## config.mk

```make
export PLATFORM = sky130hd
export DESIGN_NAME = core_debug_regs_flat
export DESIGN_NICKNAME = d
export VERILOG_FILES = /design/src/rtl/core_debug_regs_pkg.sv /design/src/rtl/core_debug_regs_if.sv /design/src/rtl/core_debug_regs_port.sv /design/src/rtl/core_debug_regs.sv /design/src/flat_wrapper.sv
export SDC_FILE = /design/constraint.sdc
export NUM_CORES = 1
export LEC_CHECK = 0
export ABC_AREA = 1
export CORE_MARGIN = 1
export CORE_UTILIZATION = 37
export DETAILED_ROUTE_END_ITERATION = 8
export SETUP_SLACK_MARGIN = 0.5
export SLEW_MARGIN = 40
export SYNTH_ARGS = -nofsm -noshare
export SYNTH_HDL_FRONTEND = slang
export SYNTH_SLANG_ARGS = --single-unit
```

## constraint.sdc

```tcl
create_clock -name clk -period 2.27 [get_ports clk]
set_input_delay 0.454 -clock clk [delete_from_list [all_inputs] [get_ports clk]]
set_output_delay 0.454 -clock clk [all_outputs]
set_load 0.01 [all_outputs]
```

## src/rtl/core_debug_regs_pkg.sv

```systemverilog
// Shared constants and types for the core debug/run-control register block.
// Holds the register map, the clock-mode encoding and the per-port write request type.
package core_debug_regs_pkg;

   localparam int ADDR_W = 6;
   localparam int DATA_W = 32;

   localparam logic [ADDR_W-1:0] ADDR_CYCLEL   = 6'h00;
   localparam logic [ADDR_W-1:0] ADDR_CYCLEH   = 6'h01;
   localparam logic [ADDR_W-1:0] ADDR_CLK_MODE = 6'h02;
   localparam logic [ADDR_W-1:0] ADDR_STEPS    = 6'h03;
   localparam logic [ADDR_W-1:0] ADDR_STALLS   = 6'h04;
   localparam logic [ADDR_W-1:0] ADDR_CTRL     = 6'h05;
   localparam logic [ADDR_W-1:0] ADDR_ID       = 6'h06;

   localparam int CTRL_CLEAR_BIT = 0;

   typedef enum logic {
      CLK_FREE = 1'b0,
      CLK_STEP = 1'b1
   } clk_mode_t;

   typedef struct packed {
      logic              mode_we;
      logic              steps_we;
      logic              ctrl_we;
      logic [DATA_W-1:0] data;
   } port_wr_t;

endpackage

```

## src/rtl/core_debug_regs_if.sv

```systemverilog
// Single-cycle register bus (no waitrequest) used by the CPU and JTAG ports.
interface core_debug_regs_if;
   import core_debug_regs_pkg::*;

   logic [ADDR_W-1:0] address;
   logic              read;
   logic [DATA_W-1:0] readdata;
   logic              write;
   logic [DATA_W-1:0] writedata;

   modport master (output address, read, write, writedata, input readdata);
   modport slave  (input address, read, write, writedata, output readdata);

endinterface

```

## src/rtl/core_debug_regs_port.sv

```systemverilog
// One register-bus port: address decode, registered read mux and the
// private high-word shadow that makes a CYCLEL/CYCLEH pair read atomically.
module core_debug_regs_port
   import core_debug_regs_pkg::*;
#(
   parameter logic [31:0] ID_VALUE = 32'hCE43_0201
) (
   input  logic                clk,
   input  logic                reset,
   core_debug_regs_if.slave    bus,
   input  logic [63:0]         cycle,
   input  clk_mode_t           clk_mode,
   input  logic [DATA_W-1:0]   steps,
   input  logic [DATA_W-1:0]   stalls,
   output port_wr_t            wr
);

   logic [DATA_W-1:0] shadow;
   logic [DATA_W-1:0] rd_val;
   logic [DATA_W-1:0] readdata_q;

   always_comb begin
      rd_val = '0;
      case (bus.address)
         ADDR_CYCLEL:   rd_val = cycle[31:0];
         ADDR_CYCLEH:   rd_val = shadow;
         ADDR_CLK_MODE: rd_val = {31'd0, clk_mode};
         ADDR_STEPS:    rd_val = steps;
         ADDR_STALLS:   rd_val = stalls;
         ADDR_ID:       rd_val = ID_VALUE;
         default:       rd_val = '0;
      endcase
   end

   // CYCLEH returns the shadow as it was before this read; the shadow only
   // moves on a CYCLEL read, so the pair is coherent even across a carry.
   always_ff @(posedge clk) begin
      if (reset) begin
         readdata_q <= '0;
         shadow     <= '0;
      end else begin
         readdata_q <= bus.read ? rd_val : '0;
         if (bus.read && bus.address == ADDR_CYCLEL)
            shadow <= cycle[63:32];
      end
   end

   assign bus.readdata = readdata_q;

   always_comb begin
      wr          = '0;
      wr.mode_we  = bus.write && (bus.address == ADDR_CLK_MODE);
      wr.steps_we = bus.write && (bus.address == ADDR_STEPS);
      wr.ctrl_we  = bus.write && (bus.address == ADDR_CTRL);
      wr.data     = bus.writedata;
   end

endmodule

```

## src/rtl/core_debug_regs.sv

```systemverilog
// Debug/run-control registers for the core: cycle and stall counters, clock mode,
// step counter and core_run_en. DEBUG_REGS_STALL_CNT_EN builds the stall counter.
module core_debug_regs
   import core_debug_regs_pkg::*;
#(
   parameter logic [31:0] ID_VALUE = 32'hCE43_0201
) (
   input  logic             clk,
   input  logic             reset,
   core_debug_regs_if.slave s1,
   core_debug_regs_if.slave s2,
   input  logic             core_stall,
   output logic             core_run_en
);

   logic [63:0]       cycle_cnt;
   logic [DATA_W-1:0] steps;
   logic [DATA_W-1:0] stalls;
   clk_mode_t         clk_mode;
   port_wr_t          wr1;
   port_wr_t          wr2;
   logic              mode_we;
   logic              mode_data;
   logic              steps_we;
   logic [DATA_W-1:0] steps_data;
   logic              clear;

   core_debug_regs_port #(.ID_VALUE(ID_VALUE)) u_port1 (
      .clk      (clk),
      .reset    (reset),
      .bus      (s1),
      .cycle    (cycle_cnt),
      .clk_mode (clk_mode),
      .steps    (steps),
      .stalls   (stalls),
      .wr       (wr1)
   );

   core_debug_regs_port #(.ID_VALUE(ID_VALUE)) u_port2 (
      .clk      (clk),
      .reset    (reset),
      .bus      (s2),
      .cycle    (cycle_cnt),
      .clk_mode (clk_mode),
      .steps    (steps),
      .stalls   (stalls),
      .wr       (wr2)
   );

   // JTAG (port 2) wins any same-register collision with the CPU.
   always_comb begin
      mode_we    = wr1.mode_we | wr2.mode_we;
      mode_data  = wr2.mode_we ? wr2.data[0] : wr1.data[0];
      steps_we   = wr1.steps_we | wr2.steps_we;
      steps_data = wr2.steps_we ? wr2.data : wr1.data;
      clear      = wr2.ctrl_we ? wr2.data[CTRL_CLEAR_BIT]
                 : (wr1.ctrl_we & wr1.data[CTRL_CLEAR_BIT]);
   end

   // Reset forces free-run so the pipeline is never held while coming up.
   assign core_run_en = reset | (clk_mode == CLK_FREE) | (steps != '0);

   always_ff @(posedge clk) begin
      if (reset) begin
         cycle_cnt <= '0;
         steps     <= '0;
         clk_mode  <= CLK_FREE;
      end else begin
         if (clear)
            cycle_cnt <= '0;
         else if (core_run_en)
            cycle_cnt <= cycle_cnt + 64'd1;

         if (mode_we)
            clk_mode <= clk_mode_t'(mode_data);

         if (steps_we)
            steps <= steps_data;
         else if (core_run_en && clk_mode == CLK_STEP && steps != '0)
            steps <= steps - 32'd1;
      end
   end

`ifdef DEBUG_REGS_STALL_CNT_EN
   always_ff @(posedge clk) begin
      if (reset)
         stalls <= '0;
      else if (clear)
         stalls <= '0;
      else if (core_run_en && core_stall && stalls != '1)
         stalls <= stalls + 32'd1;
   end
`else
   logic unused_core_stall;
   assign unused_core_stall = core_stall;
   assign stalls            = '0;
`endif

endmodule

```

## src/flat_wrapper.sv

```systemverilog
// flat-port wrapper written by rule: the top's interface ports become plain ports
module core_debug_regs_flat import core_debug_regs_pkg::*;
#(
   parameter logic [31:0] ID_VALUE = 32'hCE43_0201
)
  (clk, reset, core_stall, core_run_en, s1_address, s1_read, s1_write, s1_writedata, s1_readdata, s2_address, s2_read, s2_write, s2_writedata, s2_readdata);
  core_debug_regs_if s1_i ();
  core_debug_regs_if s2_i ();
  input  logic clk;
  input  logic reset;
  input  logic core_stall;
  output logic core_run_en;
  input wire logic [$bits(s1_i.address)-1:0] s1_address;
  input wire logic [$bits(s1_i.read)-1:0] s1_read;
  input wire logic [$bits(s1_i.write)-1:0] s1_write;
  input wire logic [$bits(s1_i.writedata)-1:0] s1_writedata;
  output wire logic [$bits(s1_i.readdata)-1:0] s1_readdata;
  input wire logic [$bits(s2_i.address)-1:0] s2_address;
  input wire logic [$bits(s2_i.read)-1:0] s2_read;
  input wire logic [$bits(s2_i.write)-1:0] s2_write;
  input wire logic [$bits(s2_i.writedata)-1:0] s2_writedata;
  output wire logic [$bits(s2_i.readdata)-1:0] s2_readdata;
  assign s1_i.address = s1_address;
  assign s1_i.read = s1_read;
  assign s1_i.write = s1_write;
  assign s1_i.writedata = s1_writedata;
  assign s1_readdata = s1_i.readdata;
  assign s2_i.address = s2_address;
  assign s2_i.read = s2_read;
  assign s2_i.write = s2_write;
  assign s2_i.writedata = s2_writedata;
  assign s2_readdata = s2_i.readdata;
  core_debug_regs #(.ID_VALUE(ID_VALUE)) u_core (.clk(clk), .reset(reset), .s1(s1_i), .s2(s2_i), .core_stall(core_stall), .core_run_en(core_run_en));
endmodule
```

==> summary.txt <==
status -> finished, violations left
failing checks -> setup timing
CTS tree -> built
met2 wire len -> 25300 um
clk buf depth -> 3
leakage power -> 7.63 nW
Final setup viols -> 1
CP required -> 1.82 ns
setup ws final -> -0.168 ns
Synth Area in Adders -> 0.205%
setup TNS -> -0.168 ns
Starting Density -> 37.6%
max cap viols -> 0
Num CTS Buffers -> 26
via count -> 14600
top sig layer -> met4
yosys warns -> 0
total gr overflow -> 0
flip-flop and latch area -> 0.00453 mm2
worst ir drop on vdd -> 0.523 mV
Area Growth Syn to Fin -> 51.1%
Sinks on Clock Net -> 225
number of nets in the layout -> 2331
CP peak stage delay -> 0.34 ns
largest net degree at the start of global routing -> 65
WHS -> 0.457 ns
Worst Skew -> 0.0102 ns
Synth Area in Simple Gates -> 32.7%
XOR/XNOR share of the synthesized area -> 2.15%
Final Hold Vio Count -> 0
met3 wire len -> 4590 um
syn nets -> 2006
Mapped Cells -> 1921
multi-input logic area -> 0.00749 mm2
wl on met1 -> 21600 um
register area share after synthesis -> 36.8%
number of global-route vias before repair -> 13800
commonest non-fill, non-tap cell in the layout -> nand2_1
H-tree depth -> 1
minimum clock period after layout -> 2.44 ns
Ports -> 148
DRT iter0 DRCs -> 1438
worst-path fanout max -> 2
initial antenna violation count -> 1
synthesized flop and latch total -> 225
largest family of logic cells by synthesized area -> simple AND/OR/NAND/NOR gates
Slew headroom -> 44.4%
PortBufs -> 146
syn_area_per_cell -> 6.36 um2
CP startpoint kind -> flop
cell area power density -> 575 mW/mm2
multiplexer area fraction after synthesis -> 0%
layout cells sized above 1 -> 24.0%
vias per cell -> 5.38
crit path cell chain -> inv_2, ha_4, inv_2, nor2_4, nand4_1, nor2_2, nand3_4, buf_6
Chip Width -> 184 um
Crit. End Element -> output pin
row cnt -> 66
worst hold path class -> reg -> reg
filler cell count -> 3113
Total Routing Usage GR -> 31.1%
Total Die Area -> 0.0338 mm2
fin crit share -> 107%
mapped cell area -> 0.0122 mm2
post-route ant nets -> 0
Pins Over Slew Limit -> 0
worst slew pin tran -> 0.835 ns
slowest CP cell -> dfxtp_2
final wirelength -> 54600 um
crit-path most repeated cell -> inv_2
Final Wtd Congestion -> 1.03
maximum clock frequency -> 410 MHz
Die Ht -> 184 um
RSZ-0062 raised after global routing -> true
first-pass iteration count of the detailed router -> 6
Yosys cell types -> 40
global-route wire length before repair -> 79500 um
root buffer cell -> clkbuf_16
post-synthesis compound-gate area fraction -> 18.1%
CTS clk-pin slew, worst paths -> 0.07 ns
most frequent cells in the layout -> nand2_1, nor2_1, dfxtp_1
DRC viols -> 0
core area -> 0.0325 mm2
hpwl dp -> 37400 um
DR WL/cell -> 20.2 um
worst skew pair latency -> 0.55 ns
crit path DAT -> 1.98 ns
CP Class -> reg -> out
[metrics by stage]
step	utilization (%)	power, mW	cells	setup slack, ns	area (um2)
2_1_floorplan	-	4.77	1921	0.517	12200
3_3_place_gp	46.5	5.28	2573	-0.283	15100
3_5_place_dp	46.5	5.29	2573	-0.319	15100
4_1_cts	54.5	10.5	2690	-0.123	17700
5_1_grt	56.8	10.9	2708	-0.202	18500
6_report	56.8	10.6	2708	-0.168	18500
[cell usage after synthesis]
cell type	n	area, um2
dfxtp_1	225	4500
nand2_4	2	22.5
a21oi_2	1	8.76
buf_2	40	200
o211ai_1	7	52.6
inv_2	9	33.8
o221ai_1	2	17.5
nand2_1	420	1580
ha_1	2	25.0
clkbuf_1	26	97.6
inv_1	207	777
o21ai_0	161	806
nor3b_1	1	7.51
nand3_2	1	10.0
nand4_1	19	119
o21ai_1	28	140
nand3_1	114	571
a21oi_1	152	761
nor3_4	1	16.3
nor3_1	14	70.1
buf_1	1	3.75
buf_6	6	67.6
xor2_1	25	219
o22ai_1	26	163
nor2_2	20	125
nor2_4	7	78.8
o21ai_4	1	16.3
xnor2_1	5	43.8
clkinv_1	2	7.51
buf_4	5	37.5
clkbuf_2	1	5.00
nor2_1	343	1290
a41oi_1	2	17.5
nand2_2	9	56.3
nor3_2	1	10.0
a22oi_1	25	188
nand4_2	1	12.5
nand3b_1	2	15.0
nand3_4	1	17.5
a31oi_1	6	37.5
[power by group]
group	internal, mW	total, mW	leakage, nW	switching [mW]
logic	1.01	2.14	5.36	1.12
registers	3.98	4.00	1.82	0.0259
clock network	2.70	4.47	0.447	1.78
[critical path: cells and delay by family (launching register included)]
kind                     cells  cell delay, ns
adder cells (fa/ha/maj)      1            0.14
flip-flops                   1            0.34
buffers and inverters        3            0.28
AND/OR/NAND/NOR              4            0.66
[layout make-up]
class | count | area share, %
Sequential cell | 225 | 24.5
Multi-Input combinational cell | 1399 | 40.5
Clock buffer | 37 | 4.19
Timing Repair Buffer | 375 | 22.5
Inverter | 218 | 4.57
Clock inverter | 10 | 0.691
Antenna cell | 1 | 0.0135
Tap cell | 442 | 2.99
Timing Repair inverter | 1 | 0.0406
[repair_timing]
item,CTS,global route
pin swaps,86,67
endpoints found under the hold margin,0,0
setup endpoints to repair,184,171
buffers inserted,45,11
gates cloned,25,6
resized for setup,286,125
hold buffers,0,0
[registers in the layout, summed over array words and instances, names as in the netlist]
signal                       cells
u_core.cycle_cnt                64
u_core.steps                    32
u_core.u_port1.bus.readdata     32
u_core.u_port1.shadow           32
u_core.u_port2.bus.readdata     32
u_core.u_port2.shadow           32
u_core.clk_mode                  1
[cell families after synthesis]
kind of cell    count (synthesis)
simple gates                  956
buf+inv                       297
fa+ha+maj                       2
flops                         225
compound gates                411
xor+xnor                       30
[layer usage]
layer  up-vias  GRT usage [%]
met4         0           15.8
met2       764           52.5
met5         -              0
met3       180           5.37
met1      6750           37.8
li1       6881              -
[worst paths after layout]
| check | startpoint | endpoint | slack, ns | cells after the start |
|---|---|---|---|---|
| hold reg to reg | u_core.u_port1.shadow[8]$_SDFFE_PP0P_ | u_core.u_port1.shadow[8]$_SDFFE_PP0P_ | 0.46 | 2 |
| hold / removal | u_core.u_port1.shadow[8]$_SDFFE_PP0P_ | u_core.u_port1.shadow[8]$_SDFFE_PP0P_ | 0.46 | 2 |
| setup / recovery | u_core.steps[0]$_SDFFE_PP0P_ | core_run_en | -0.17 | 8 |
| setup reg to reg | u_core.steps[0]$_SDFFE_PP0P_ | u_core.cycle_cnt[30]$_SDFFE_PP0P_ | 0 | 16 |
Note: power is estimated with default switching activity, not from simulation.
